[config.mk]
export PLATFORM = sky130hd
export DESIGN_NAME = scpad_rd_seq_mc
export DESIGN_NICKNAME = d
export VERILOG_FILES = /design/src/rtl/scpad_rd_seq_mc_pkg.sv /design/src/rtl/scpad_rr_arb.sv /design/src/rtl/scpad_rd_seq_mc.sv
export SDC_FILE = /design/constraint.sdc
export NUM_CORES = 1
export LEC_CHECK = 0
export BUFFER_PORTS_ARGS = -buffer_cell sky130_fd_sc_hd__buf_2
export CAP_MARGIN = 40
export CORE_MARGIN = 2
export CORE_UTILIZATION = 60
export CTS_BUF_LIST = sky130_fd_sc_hd__clkbuf_8
export DETAILED_ROUTE_END_ITERATION = 8
export PLACE_DENSITY = 0.82
export SYNTH_ARGS = -nofsm -noshare
export SYNTH_HDL_FRONTEND = slang
export SYNTH_SLANG_ARGS = --single-unit
[constraint.sdc]
create_clock -name clk -period 4.39 [get_ports clk]
set_input_delay 0.878 -clock clk [delete_from_list [all_inputs] [get_ports clk]]
set_output_delay 0.878 -clock clk [all_outputs]
set_load 0.03 [all_outputs]
[src/rtl/scpad_rd_seq_mc_pkg.sv]
// Shared types and default widths for the multi-VC scratchpad read sequencer.
// Contents:
//   rd_seq_state_t : per-VC sequencer state
//   rd_desc_t      : descriptor bundle at default widths
//   vc_width()     : index width for a given VC count (never below 1 bit)
package scpad_rd_seq_mc_pkg;

  localparam int DEF_NUM_VC      = 4;
  localparam int DEF_ADDR_W      = 16;
  localparam int DEF_LEN_W       = 8;
  localparam int DEF_MAX_OUTST   = 8;
  localparam int DEF_SCPAD_WORDS = 4096;

  typedef enum logic [1:0] {
    IDLE  = 2'd0,
    ISSUE = 2'd1,
    DRAIN = 2'd2,
    DONE  = 2'd3
  } rd_seq_state_t;

  typedef struct packed {
    logic [DEF_ADDR_W-1:0] addr;
    logic [DEF_LEN_W-1:0]  len;
    logic [DEF_ADDR_W-1:0] stride;
  } rd_desc_t;

  function automatic int vc_width(input int n);
    return (n > 1) ? $clog2(n) : 1;
  endfunction

endpackage

[src/rtl/scpad_rr_arb.sv]
// Round-robin arbiter with grant lock.
// Ports:
//   clk, rst   : clock, synchronous active-high reset
//   req        : per-requester request vector
//   accept     : downstream accepts the current grant
//   gnt_valid  : some request is being granted
//   gnt_idx    : index of the granted requester
// The winner is the first requester at or after the rr pointer. A grant
// offered without accept is held for the next cycle so that late-arriving
// requests cannot steal it; the pointer moves past the winner on accept.
module scpad_rr_arb
  import scpad_rd_seq_mc_pkg::*;
#(
  parameter int NUM_VC = 4,
  localparam int VC_W  = vc_width(NUM_VC)
) (
  input  logic              clk,
  input  logic              rst,
  input  logic [NUM_VC-1:0] req,
  input  logic              accept,
  output logic              gnt_valid,
  output logic [VC_W-1:0]   gnt_idx
);

  logic [VC_W-1:0] rr_q;
  logic            lock_q;
  logic [VC_W-1:0] lock_idx_q;
  logic [VC_W-1:0] search_idx;
  logic            found;
  int              j;

  always_comb begin
    search_idx = '0;
    found      = 1'b0;
    j          = 0;
    for (int i = 0; i < NUM_VC; i++) begin
      j = int'(rr_q) + i;
      if (j >= NUM_VC) j = j - NUM_VC;
      if (!found && req[j]) begin
        found      = 1'b1;
        search_idx = VC_W'(j);
      end
    end
    gnt_valid = |req;
    gnt_idx   = lock_q ? lock_idx_q : search_idx;
  end

  always_ff @(posedge clk) begin
    if (rst) begin
      rr_q       <= '0;
      lock_q     <= 1'b0;
      lock_idx_q <= '0;
    end else begin
      lock_q <= gnt_valid & ~accept;
      if (gnt_valid && !accept) lock_idx_q <= gnt_idx;
      if (gnt_valid && accept)
        rr_q <= (int'(gnt_idx) == NUM_VC - 1) ? '0 : VC_W'(gnt_idx + 1'b1);
    end
  end

endmodule

[src/rtl/scpad_rd_seq_mc.sv]
// Multi-VC strided scratchpad read sequencer.
// Each VC accepts one descriptor (base, len, stride), its beat requests are
// round-robin arbitrated onto one read port under a global outstanding
// credit, and in-order VC-tagged responses are counted to a done pulse.
// Ports:
//   clk, rst                      : clock, synchronous active-high reset
//   desc_valid/desc_ready         : per-VC descriptor handshake
//   desc_addr/desc_len/desc_stride: packed per-VC descriptor fields
//   req_valid/req_ready           : read request handshake
//   req_addr, req_vc              : request address and owning VC
//   rdata_valid, rdata_vc         : returned beat and its VC tag
//   done                          : one-cycle per-VC completion pulse
//   busy                          : VC not idle
//   err (SCPAD_RD_SEQ_BOUNDS_EN)  : one-cycle out-of-bounds descriptor reject
// Build option: define SCPAD_RD_SEQ_BOUNDS_EN to reject descriptors whose last
// beat lands at or above SCPAD_WORDS; otherwise addresses wrap silently.
//
// state | meaning
// IDLE  | ready for a descriptor
// ISSUE | beats still to be requested
// DRAIN | all beats requested, waiting for responses
// DONE  | done pulse, back to IDLE next cycle
module scpad_rd_seq_mc
  import scpad_rd_seq_mc_pkg::*;
#(
  parameter int NUM_VC      = DEF_NUM_VC,
  parameter int ADDR_W      = DEF_ADDR_W,
  parameter int LEN_W       = DEF_LEN_W,
  parameter int MAX_OUTST   = DEF_MAX_OUTST,
`ifdef SCPAD_RD_SEQ_BOUNDS_EN
  parameter int SCPAD_WORDS = DEF_SCPAD_WORDS,
`endif
  localparam int VC_W       = vc_width(NUM_VC)
) (
  input  logic                     clk,
  input  logic                     rst,
  input  logic [NUM_VC-1:0]        desc_valid,
  output logic [NUM_VC-1:0]        desc_ready,
  input  logic [NUM_VC*ADDR_W-1:0] desc_addr,
  input  logic [NUM_VC*LEN_W-1:0]  desc_len,
  input  logic [NUM_VC*ADDR_W-1:0] desc_stride,
  output logic                     req_valid,
  input  logic                     req_ready,
  output logic [ADDR_W-1:0]        req_addr,
  output logic [VC_W-1:0]          req_vc,
  input  logic                     rdata_valid,
  input  logic [VC_W-1:0]          rdata_vc,
  output logic [NUM_VC-1:0]        done,
  output logic [NUM_VC-1:0]        busy
`ifdef SCPAD_RD_SEQ_BOUNDS_EN
  ,
  output logic [NUM_VC-1:0]        err
`endif
);

  localparam int OUT_W = $clog2(MAX_OUTST + 1);
  localparam int BND_W = ADDR_W + LEN_W + 1;

  rd_seq_state_t     st_q     [NUM_VC];
  rd_seq_state_t     st_d     [NUM_VC];
  logic [ADDR_W-1:0] addr_q   [NUM_VC];
  logic [ADDR_W-1:0] addr_d   [NUM_VC];
  logic [ADDR_W-1:0] stride_q [NUM_VC];
  logic [ADDR_W-1:0] stride_d [NUM_VC];
  logic [LEN_W-1:0]  len_q    [NUM_VC];
  logic [LEN_W-1:0]  len_d    [NUM_VC];
  logic [LEN_W-1:0]  iss_q    [NUM_VC];
  logic [LEN_W-1:0]  iss_d    [NUM_VC];
  logic [LEN_W-1:0]  ret_q    [NUM_VC];
  logic [LEN_W-1:0]  ret_d    [NUM_VC];
  logic [OUT_W-1:0]  outst_q, outst_d;

  logic [NUM_VC-1:0] elig, arb_req, rsp_hit, grant_oh;
  logic              credit_ok, hs, gnt_valid;
  logic [VC_W-1:0]   gnt_idx;

`ifdef SCPAD_RD_SEQ_BOUNDS_EN
  logic [NUM_VC-1:0] err_q, err_d;
  logic [BND_W-1:0]  last_addr;
  assign err = err_q;
`endif

  // A response only counts for a VC that still has a beat in flight, which
  // keeps the outstanding counter equal to the sum of in-flight beats.
  always_comb begin
    for (int v = 0; v < NUM_VC; v++) begin
      elig[v]    = (st_q[v] == ISSUE) && (iss_q[v] != len_q[v]);
      rsp_hit[v] = rdata_valid && (rdata_vc == VC_W'(v)) &&
                   ((st_q[v] == ISSUE) || (st_q[v] == DRAIN)) &&
                   (ret_q[v] != iss_q[v]);
      grant_oh[v] = hs && (gnt_idx == VC_W'(v));
    end
  end

  assign credit_ok = (outst_q < OUT_W'(MAX_OUTST));
  assign arb_req   = elig & {NUM_VC{credit_ok}};

  scpad_rr_arb #(.NUM_VC(NUM_VC)) u_arb (
    .clk       (clk),
    .rst       (rst),
    .req       (arb_req),
    .accept    (req_ready),
    .gnt_valid (gnt_valid),
    .gnt_idx   (gnt_idx)
  );

  assign req_valid = gnt_valid;
  assign req_vc    = gnt_idx;
  assign req_addr  = addr_q[gnt_idx];
  assign hs        = gnt_valid & req_ready;

  assign outst_d = outst_q + OUT_W'(hs) - OUT_W'(|rsp_hit);

  always_comb begin
    desc_ready = '0;
    busy       = '0;
    done       = '0;
`ifdef SCPAD_RD_SEQ_BOUNDS_EN
    err_d      = '0;
    last_addr  = '0;
`endif
    for (int v = 0; v < NUM_VC; v++) begin
      st_d[v]     = st_q[v];
      addr_d[v]   = addr_q[v];
      stride_d[v] = stride_q[v];
      len_d[v]    = len_q[v];
      iss_d[v]    = iss_q[v];
      ret_d[v]    = ret_q[v];
      busy[v]     = (st_q[v] != IDLE);
      case (st_q[v])
        IDLE: begin
          desc_ready[v] = 1'b1;
          if (desc_valid[v]) begin
            addr_d[v]   = desc_addr[v*ADDR_W +: ADDR_W];
            stride_d[v] = desc_stride[v*ADDR_W +: ADDR_W];
            len_d[v]    = desc_len[v*LEN_W +: LEN_W];
            iss_d[v]    = '0;
            ret_d[v]    = '0;
            if (desc_len[v*LEN_W +: LEN_W] == '0) begin
              st_d[v] = DONE;
            end else begin
`ifdef SCPAD_RD_SEQ_BOUNDS_EN
              // Full-precision last beat address, so wrap cannot hide an overrun.
              last_addr = BND_W'(desc_addr[v*ADDR_W +: ADDR_W]) +
                          BND_W'(desc_len[v*LEN_W +: LEN_W] - LEN_W'(1)) *
                          BND_W'(desc_stride[v*ADDR_W +: ADDR_W]);
              if (last_addr >= BND_W'(SCPAD_WORDS)) begin
                err_d[v] = 1'b1;
                st_d[v]  = IDLE;
              end else begin
                st_d[v] = ISSUE;
              end
`else
              st_d[v] = ISSUE;
`endif
            end
          end
        end
        ISSUE: begin
          if (grant_oh[v]) begin
            iss_d[v]  = iss_q[v] + LEN_W'(1);
            addr_d[v] = addr_q[v] + stride_q[v];
            if (iss_q[v] + LEN_W'(1) == len_q[v]) st_d[v] = DRAIN;
          end
          if (rsp_hit[v]) ret_d[v] = ret_q[v] + LEN_W'(1);
        end
        DRAIN: begin
          // Move straight to DONE on the final beat so the pulse lands one
          // cycle after that beat.
          if (rsp_hit[v]) begin
            ret_d[v] = ret_q[v] + LEN_W'(1);
            if (ret_q[v] + LEN_W'(1) == len_q[v]) st_d[v] = DONE;
          end
        end
        DONE: begin
          done[v] = 1'b1;
          st_d[v] = IDLE;
        end
        default: st_d[v] = IDLE;
      endcase
    end
  end

  always_ff @(posedge clk) begin
    if (rst) begin
      for (int v = 0; v < NUM_VC; v++) begin
        st_q[v]     <= IDLE;
        addr_q[v]   <= '0;
        stride_q[v] <= '0;
        len_q[v]    <= '0;
        iss_q[v]    <= '0;
        ret_q[v]    <= '0;
      end
      outst_q <= '0;
`ifdef SCPAD_RD_SEQ_BOUNDS_EN
      err_q   <= '0;
`endif
    end else begin
      for (int v = 0; v < NUM_VC; v++) begin
        st_q[v]     <= st_d[v];
        addr_q[v]   <= addr_d[v];
        stride_q[v] <= stride_d[v];
        len_q[v]    <= len_d[v];
        iss_q[v]    <= iss_d[v];
        ret_q[v]    <= ret_d[v];
      end
      outst_q <= outst_d;
`ifdef SCPAD_RD_SEQ_BOUNDS_EN
      err_q   <= err_d;
`endif
    end
  end

endmodule

# Word-level counts from Yosys, hierarchy flattened
# Memory sizes are Yosys's and may differ from the RTL's.
# Cells that the tools add are included.
[word_totals]
out_inout_bits = 31
n_memories = 6
reg_bits = 9
word_cells = 297
mem_bits_rw = 232
in_bits = 170
[memory_table]
columns = ["memory", "depth", "width", "read_ports", "rd_clocked_by_memory_dff", "write_ports", "line_no", "source"]
rows = [
  ["addr_q", 4, 16, 5, 0, 4, "scpad_rd_seq_mc.sv:61", "logic [ADDR_W-1:0] addr_q [NUM_VC];"],
  ["stride_q", 4, 16, 4, 0, 4, "scpad_rd_seq_mc.sv:63", "logic [ADDR_W-1:0] stride_q [NUM_VC];"],
  ["iss_q", 4, 8, 4, 0, 4, "scpad_rd_seq_mc.sv:67", "logic [LEN_W-1:0] iss_q [NUM_VC];"],
  ["len_q", 4, 8, 4, 0, 4, "scpad_rd_seq_mc.sv:65", "logic [LEN_W-1:0] len_q [NUM_VC];"],
  ["ret_q", 4, 8, 4, 0, 4, "scpad_rd_seq_mc.sv:69", "logic [LEN_W-1:0] ret_q [NUM_VC];"],
  ["st_q", 4, 2, 4, 0, 4, "scpad_rd_seq_mc.sv:59", "rd_seq_state_t st_q [NUM_VC];"],
]
[classes]
n_addsub = 22
n_bitwise = 28
n_mux = 140
eq_ne = 35
reduce_logical = 53
n_lt_le_gt_ge = 9
[ops]
columns = ["op", "n"]
rows = [
  ["$mux W16", 24],
  ["$mux W8", 36],
  ["$lt A32 B4 Y1 const B", 4],
  ["$mux W32", 4],
  ["$pmux W16 S2", 4],
  ["$pmux W8 S2", 8],
  ["$ge A32 B4 Y1 const B", 3],
  ["$sub A32 B4 Y32 const B", 3],
  ["$mux W2", 34],
  ["$add A16 B16 Y16", 4],
  ["$add A8 B1 Y8 const B", 8],
  ["$eq A8 B8 Y1", 8],
  ["$ne A8 B8 Y1", 8],
  ["$logic_not A8 Y1", 4],
  ["$pmux W2 S4", 4],
  ["$logic_and A1 B1 Y1", 25],
  ["$eq A2 B2 Y1 const B", 12],
  ["$or A1 B1 Y1", 24],
  ["$mux W1", 22],
  ["$eq A2 B1 Y1 const B", 7],
  ["$logic_not A2 Y1", 6],
  ["$bmux W1 S2", 4],
  ["$reduce_bool A2 Y1", 4],
  ["$reduce_or A2 Y1", 4],
  ["14 further kinds", 23],
]

# Logic depth before layout (Yosys ltp)
# Gate-level depths: netlist (run 1).
# An unclocked memory read counts as a cell.
[logic_depth]
word_depth = 23
depth_mapped = 18
mapped_depth_nobuf = 15

# Modules after synthesis
# From an unflattened synthesis (run 1), not the netlist that was laid out.
[unflattened]
hier_cells = 2045
area_unflattened_um2 = 15773.9
[modules_own_cells]
columns = ["mod", "area_each_um2", "n_inst", "cells_each"]
rows = [
  ["scpad_rd_seq_mc", 15462.3, 1, 2008],
  ["scpad_rr_arb", 311.5, 1, 37],
]

# Worst setup path after synthesis (run 1)
# Ideal clock, no wire load.
[synth_path]
path_type = "flip-flop to output port"
startpoint = "mem len_q[1][2] (netlist name)"
endpoint = "out req_addr[10]"
n_path_buf = 2
slack_ns = 0.301
t_required_ns = 3.512
stages_incl_launch_ff = 10
t_arrival_ns = 3.211
path_cell_list = "dfxtp_1 > clkbuf_1 > xor2_1 > nor4_1 > a211oi_2 > a21oi_1 > o41ai_2 > inv_2 > buf_6 > mux2i_1"
[synth_rtl]
columns = ["item", "line_no", "source"]
rows = [
  ["start: declaration", "scpad_rd_seq_mc.sv:65", ""],
  ["end: declaration", "scpad_rd_seq_mc.sv:44", "output logic [ADDR_W-1:0] req_addr,"],
]

==> impl_metrics.py, run 1 <==
metrics = {
    "clock_network": {
        "htree_num_levels": 2,
        "cts_buffers": 43,
        "path_clk_slew_ns": 0.06,
        "clk_latency_ns": 0.56,
        "clock-root-buffer": "clkbuf_8",
        "cts.sinks": 241,
        "clock_path_buffers": 3,
        "cts_tree": "built",
    },
    "timing": {
        "holdWs_ns": 0.461,
        "tightest_slew_ns": 0.833,
        "tns_ns": 0,
        "min_period_ns": 4.23,
        "drv_slew": 0,
        "clock_skew_ns": 0.0155,
        "slew_headroom": 0.444,
        "setup_ws_ns": 0.156,
        "period_share": 0.964,
        "rsz0062_at_grt": "no",
        "fmax_mhz": 236,
        "hold_violations": 0,
        "setup_viol": 0,
    },
    "finish": {
        "drive_gt1_frac": 0.151,
        "fin_area_sq_um": 17800,
        "nets": 2416,
        "areaGrowthSynthToFinish_pct": 14.2,
    },
    "place": {
        "place_area_sq_um": 16700,
        "place_ws_ns": 0.400,
        "portBuffers": 200,
        "dpl.hpwl_um": 34600,
        "finalWeightedCongestion": 0.917,
    },
    "synth": {
        "synth_area_leader_cell": "dfxtp_1",
        "synth_most_common_cell": "nand2_1",
        "ys_warn_count": 0,
        "syn_inst": 1988,
        "synth_ff_type": "dfxtp_1",
        "ys_ff_latch": 241,
        "ys_types": 81,
        "syn_area_per_cell_sq_um": 7.82,
        "synth_common_cells": "287 x nand2_1, 241 x dfxtp_1, 225 x a21oi_1",
        "postSynth.asyncResetShare": 0,
        "ys_top_cells_by_area": "dfxtp_1 31%, ha_1 7.4%, a21oi_1 7.2%",
        "ys_seq_area_frac": 0.310,
        "synthesis.nets": 2255,
        "synth_edf_count": 0,
        "syn_area_sq_um": 15500,
        "yosys.area.top_type_share": 0.310,
    },
    "floorplan": {
        "ioPinCount": 201,
        "die_x_um": 165,
        "die_h_um": 165,
        "core_sq_um": 25300,
        "die_area_sq_um": 27200,
        "std_cell_rows": 58,
        "initial_utilization": 0.614,
    },
    "grt": {
        "grt_pass1_vias": 14000,
        "antenna_found_initial": 2,
        "overflow": 0,
        "grt_max_degree": 150,
        "grt_pass1_wl_um": 72200,
        "grt_usage": 0.334,
    },
    "min_path": {
        "worstHoldStart": "stride_q[2][6]",
        "hold_path_class": "flop to flop",
    },
    "setup_path": {
        "r2r-start": "iss_q[2][6]",
        "crit_type": "flop to output port",
        "cp.required_ns": 3.51,
        "arrival_ns": 3.36,
        "cp-end-kind": "output port",
        "crit_path_start": "iss_q[2][3]",
        "path_max_fanout": 11,
        "cp-start-kind": "flop",
    },
    "drt": {
        "route.detailed.drc": 0,
        "wl_per_cell_um": 18.3,
        "drtPass1Iterations": 5,
        "vias_per_cell": 5.99,
        "wl_um": 46000,
        "final_antenna_net_count": 0,
        "dr_total_vias": 15100,
        "drt-initial-drc-count": 1129,
    },
    "run": {
        "max-cap-violations": 0,
    },
    "power_and_ir_drop": {
        "p_leak_nw": 7.46,
        "p_per_area_nw_per_um2": 640,
        "vdd_drop_max_v": 0.000477,
        "power_mw": 11.4,
    },
    "outcome": {
        "status": "complete, no violations",
    },
}
[state kept, by name, summed over array words and instances, names as in the netlist]
name,flops
addr_q,64
outst_q,4
stride_q,64
iss_q,32
u_arb.lock_idx_q,2
u_arb.rr_q,2
len_q,32
st_q,8
ret_q,32
u_arb.lock_q,1
[layout by cell type, fill, tap and decap left out, drive strengths merged, types with 29 or more instances in the layout]
cell and count:
nand2 287, dfxtp 241, buf 231, a21oi 227
nor2 188, xnor2 102, ha 92, xor2 83
o21ai 77, a211oi 72, mux2i 71, inv 67
clkbuf 63, nor3 53, nand3 46, or3 29
[cell type report]
type                       instances  area (sq um)
clock buffer                      63           867
multi-input combinational       1573         10000
tap                              330           413
timing repair buffer             231          1270
inverter                          59           224
fill                            2118          7570
clock inverter                    15           113
sequential                       241          4830
antenna                            1          2.50
[kinds of logic after synthesis]
| logic type | count (synthesis) | share of synthesized area |
|---|---|---|
| xor+xnor | 185 | 0.104 |
| fa+ha+maj | 97 | 0.0805 |
| buf+inv | 174 | 0.0473 |
| mux | 71 | 0.0457 |
| flops | 241 | 0.310 |
| simple gates | 721 | 0.210 |
| compound gates | 499 | 0.202 |
[worst paths after layout]
kind                    end  slack (ns)  depth (start not counted)
max             req_addr[4]        0.16                          9
min          stride_q[2][6]        0.46                          2
min reg2reg  stride_q[2][6]        0.46                          2
max reg2reg   addr_q[0][13]        0.68                         14
[metrics by stage]
stage          utilization  instances
2_1_floorplan            -       1988
3_3_place_gp         0.658       2428
3_5_place_dp         0.660       2432
4_1_cts              0.700       2512
5_1_grt              0.701       2512
6_report             0.701       2513
[layer usage]
metal / part of all wire / wire [um] / up-vias / GRT usage
met2: 0.45 / 20800 / 575 / 0.540
met3: 0.084 / 3880 / 105 / 0.0678
li1: - / - / 7341 / -
met5: 0.00028 / 13 / - / 0
met4: 0.034 / 1580 / 2 / 0.121
met1: 0.43 / 19700 / 7032 / 0.442
[power breakdown]
group | leakage (nW) | switching (mW) | internal [mW]
combinational | 4.94 | 3.64 | 2.16
clock | 0.546 | 0.965 | 1.38
sequential | 1.97 | 0.591 | 2.64
[repair_timing]
action                     in CTS  in global routing
setup endpoints to repair      15                 16
resized for setup               0                  9
hold buffers                    0                  0
pin swaps                       1                  1
buffers inserted                2                  0
[critical path, stage by stage, from the launching register on]
cell and delay [ns]:
dfxtp_1 0.50, xor2_1 0.26, nor2_1 0.11, a311oi_4 0.45
o21ai_1 0.20, a221oi_4 0.38, buf_4 0.29, mux2i_1 0.10
mux2i_1 0.27, buf_2 0.26
Note: power is estimated with default switching activity, not from simulation.
==> run 2, diff against run 1 <==
- CELL_PAD_IN_SITES_DETAIL_PLACEMENT: default -> 1
- CELL_PAD_IN_SITES_GLOBAL_PLACEMENT: default -> 2
- CORE_UTILIZATION: 60 -> 35
- PLACE_DENSITY: 0.82 -> default
- PLACE_DENSITY_LB_ADDON: default -> 0.1
==> impl_metrics.py, run 2 (synthesis results as in run 1) <==
metrics = {
    "outcome": {
        "status": "complete, no violations",
    },
    "drt": {
        "wl_um": 57200,
        "met1_length_um": 26300,
        "wl_met3_um": 2680,
        "wl_per_cell_um": 20.4,
        "dr_total_vias": 15200,
        "final_antenna_net_count": 0,
        "dr_wl_met2_um": 25700,
        "route.detailed.drc": 0,
        "top_layer_used": "met5",
        "drt-initial-drc-count": 668,
        "drtPass1Iterations": 5,
        "vias_per_cell": 5.41,
    },
    "clock_network": {
        "cts_tree": "built",
        "cts_hold_buf": 0,
        "cts.sinks": 241,
        "cts_buffers": 47,
        "clock-root-buffer": "clkbuf_8",
        "clock_path_buffers": 3,
        "path_clk_slew_ns": 0.06,
        "clk_latency_ns": 0.63,
        "htree_num_levels": 2,
    },
    "grt": {
        "grt_max_degree": 164,
        "antenna_found_initial": 4,
        "overflow": 0,
        "grt_pass1_wl_um": 88700,
        "grt_usage": 0.245,
        "grt_pass1_vias": 15500,
    },
    "timing": {
        "drv_slew": 0,
        "tightest_slew_ns": 0.903,
        "period_share": 0.980,
        "hold_violations": 0,
        "setup_viol": 0,
        "rsz0062_at_grt": "yes",
        "slew_headroom": 0.398,
        "holdWs_ns": 0.459,
        "min_period_ns": 4.30,
        "fmax_mhz": 232,
        "clock_skew_ns": 0.0191,
    },
    "floorplan": {
        "std_cell_rows": 77,
        "die_x_um": 215,
        "ioPinCount": 201,
        "initial_utilization": 0.353,
        "die_area_sq_um": 46100,
        "die_h_um": 215,
        "core_sq_um": 44000,
    },
    "min_path": {
        "hold_path_class": "flop to flop",
        "worstHoldStart": "stride_q[2][7]",
        "hold_end": "stride_q[2][7]",
        "hold_depth": 2,
    },
    "power_and_ir_drop": {
        "p_per_area_nw_per_um2": 656,
        "vdd_drop_max_v": 0.000402,
        "p_leak_nw": 7.61,
    },
    "setup_path": {
        "regToRegSetupSlack_ns": 0.52,
        "critPathMostFrequentCell": "buf_4",
        "arrival_ns": 3.43,
        "slowest_stage": "dfxtp_4",
        "path_max_fanout": 6,
        "reg2regPathDepth": 14,
        "cp.required_ns": 3.51,
        "cp-end-kind": "output port",
        "crit_type": "flop to output port",
        "crit_path_max_incr_delay_ns": 0.37,
        "r2r-start": "len_q[2][0]",
        "reg2reg_to": "addr_q[1][14]",
        "cp_cell_sequence": "xor2_2, nor4_2, a211oi_2, buf_4, a21oi_2, o21ai_2, a221oi_4, buf_4, buf_4, mux2i_1, mux2i_1, buf_4",
        "cp-start-kind": "flop",
    },
    "place": {
        "finalWeightedCongestion": 0.854,
        "dpl.hpwl_um": 43100,
        "dp.cells": 2701,
        "portBuffers": 200,
    },
    "run": {
        "max-cap-violations": 0,
    },
    "finish": {
        "final_common_cell": "nand2_1",
        "drive_gt1_frac": 0.180,
        "areaGrowthSynthToFinish_pct": 19.1,
        "layoutNonFillerInstCount": 2804,
        "fillers": 5459,
        "reg.largest.list": "addr_q (64), stride_q (64)",
        "nets": 2440,
        "mostFrequentLayoutCells": "287 x nand2_1, 223 x a21oi_1, 219 x dfxtp_1, 187 x nor2_1, 187 x buf_2",
    },
}
run 2: worst max path at each step:
stage / startpoint / to / slack [ns]
after floorplan: len_q[1][2] / req_addr[10] / 0.30
after global placement: iss_q[1][4] / req_addr[3] / 0.16
after detailed placement: iss_q[1][4] / req_addr[3] / 0.1
after CTS: iss_q[1][6] / req_addr[8] / -0.03
after global routing: iss_q[0][2] / req_addr[3] / -0.09
final: iss_q[0][2] / req_addr[15] / 0.09
run 2: cell type report:
cell class              count  area (sq um)  share of cell area
flip-flops and latches    241          4860               0.263
repair buffers            251          1490              0.0802
diodes                      3          7.51            0.000405
clock buffers              63           867              0.0468
clock inverters            22           121             0.00655
inverters                  59           235              0.0127
well taps                 592           741              0.0400
multi-input cells        1573         10200               0.551
run 2: timing repair:
action	4_1_cts	5_1_grt
buffers inserted	10	7
gates resized for setup	31	47
setup endpoints to repair	17	16
pin swaps	6	10
run 2: stage by stage:
step                utilization  power [mW]  instance area (sq um)  setup slack, ns  TNS (ns)
floorplan                     -        7.32                  15500            0.301         0
global placement          0.388        9.13                  17100            0.160         0
detailed placement        0.388        9.28                  17100           0.0971         0
CTS                       0.415        12.0                  18300          -0.0336    -0.203
global route              0.420        13.0                  18500          -0.0912    -0.589
finish                    0.421        12.1                  18500           0.0859         0
run 2: report_power, final:
| part | leakage, nW | switching, mW | internal (mW) |
|---|---|---|---|
| Clock | 0.565 | 1.08 | 1.34 |
| Combinational | 5.06 | 3.96 | 2.50 |
| Sequential | 1.98 | 0.608 | 2.65 |
| Total | 7.61 | 5.65 | 6.49 |
run 2: worst max-delay path: cells and delay by family (launching register included):
family | cells | cell delay [ns]
flops | 1 | 0.37
xor+xnor | 1 | 0.19
buf+inv | 4 | 0.79
compound gates | 4 | 0.70
mux | 2 | 0.41
simple gates | 1 | 0.34
run 2: layer usage:
| metal | global-route usage | vias up |
|---|---|---|
| met4 | 0.109 | 2 |
| met5 | 0 | - |
| li1 | - | 7380 |
| met2 | 0.393 | 308 |
| met3 | 0.0402 | 104 |
| met1 | 0.323 | 7367 |
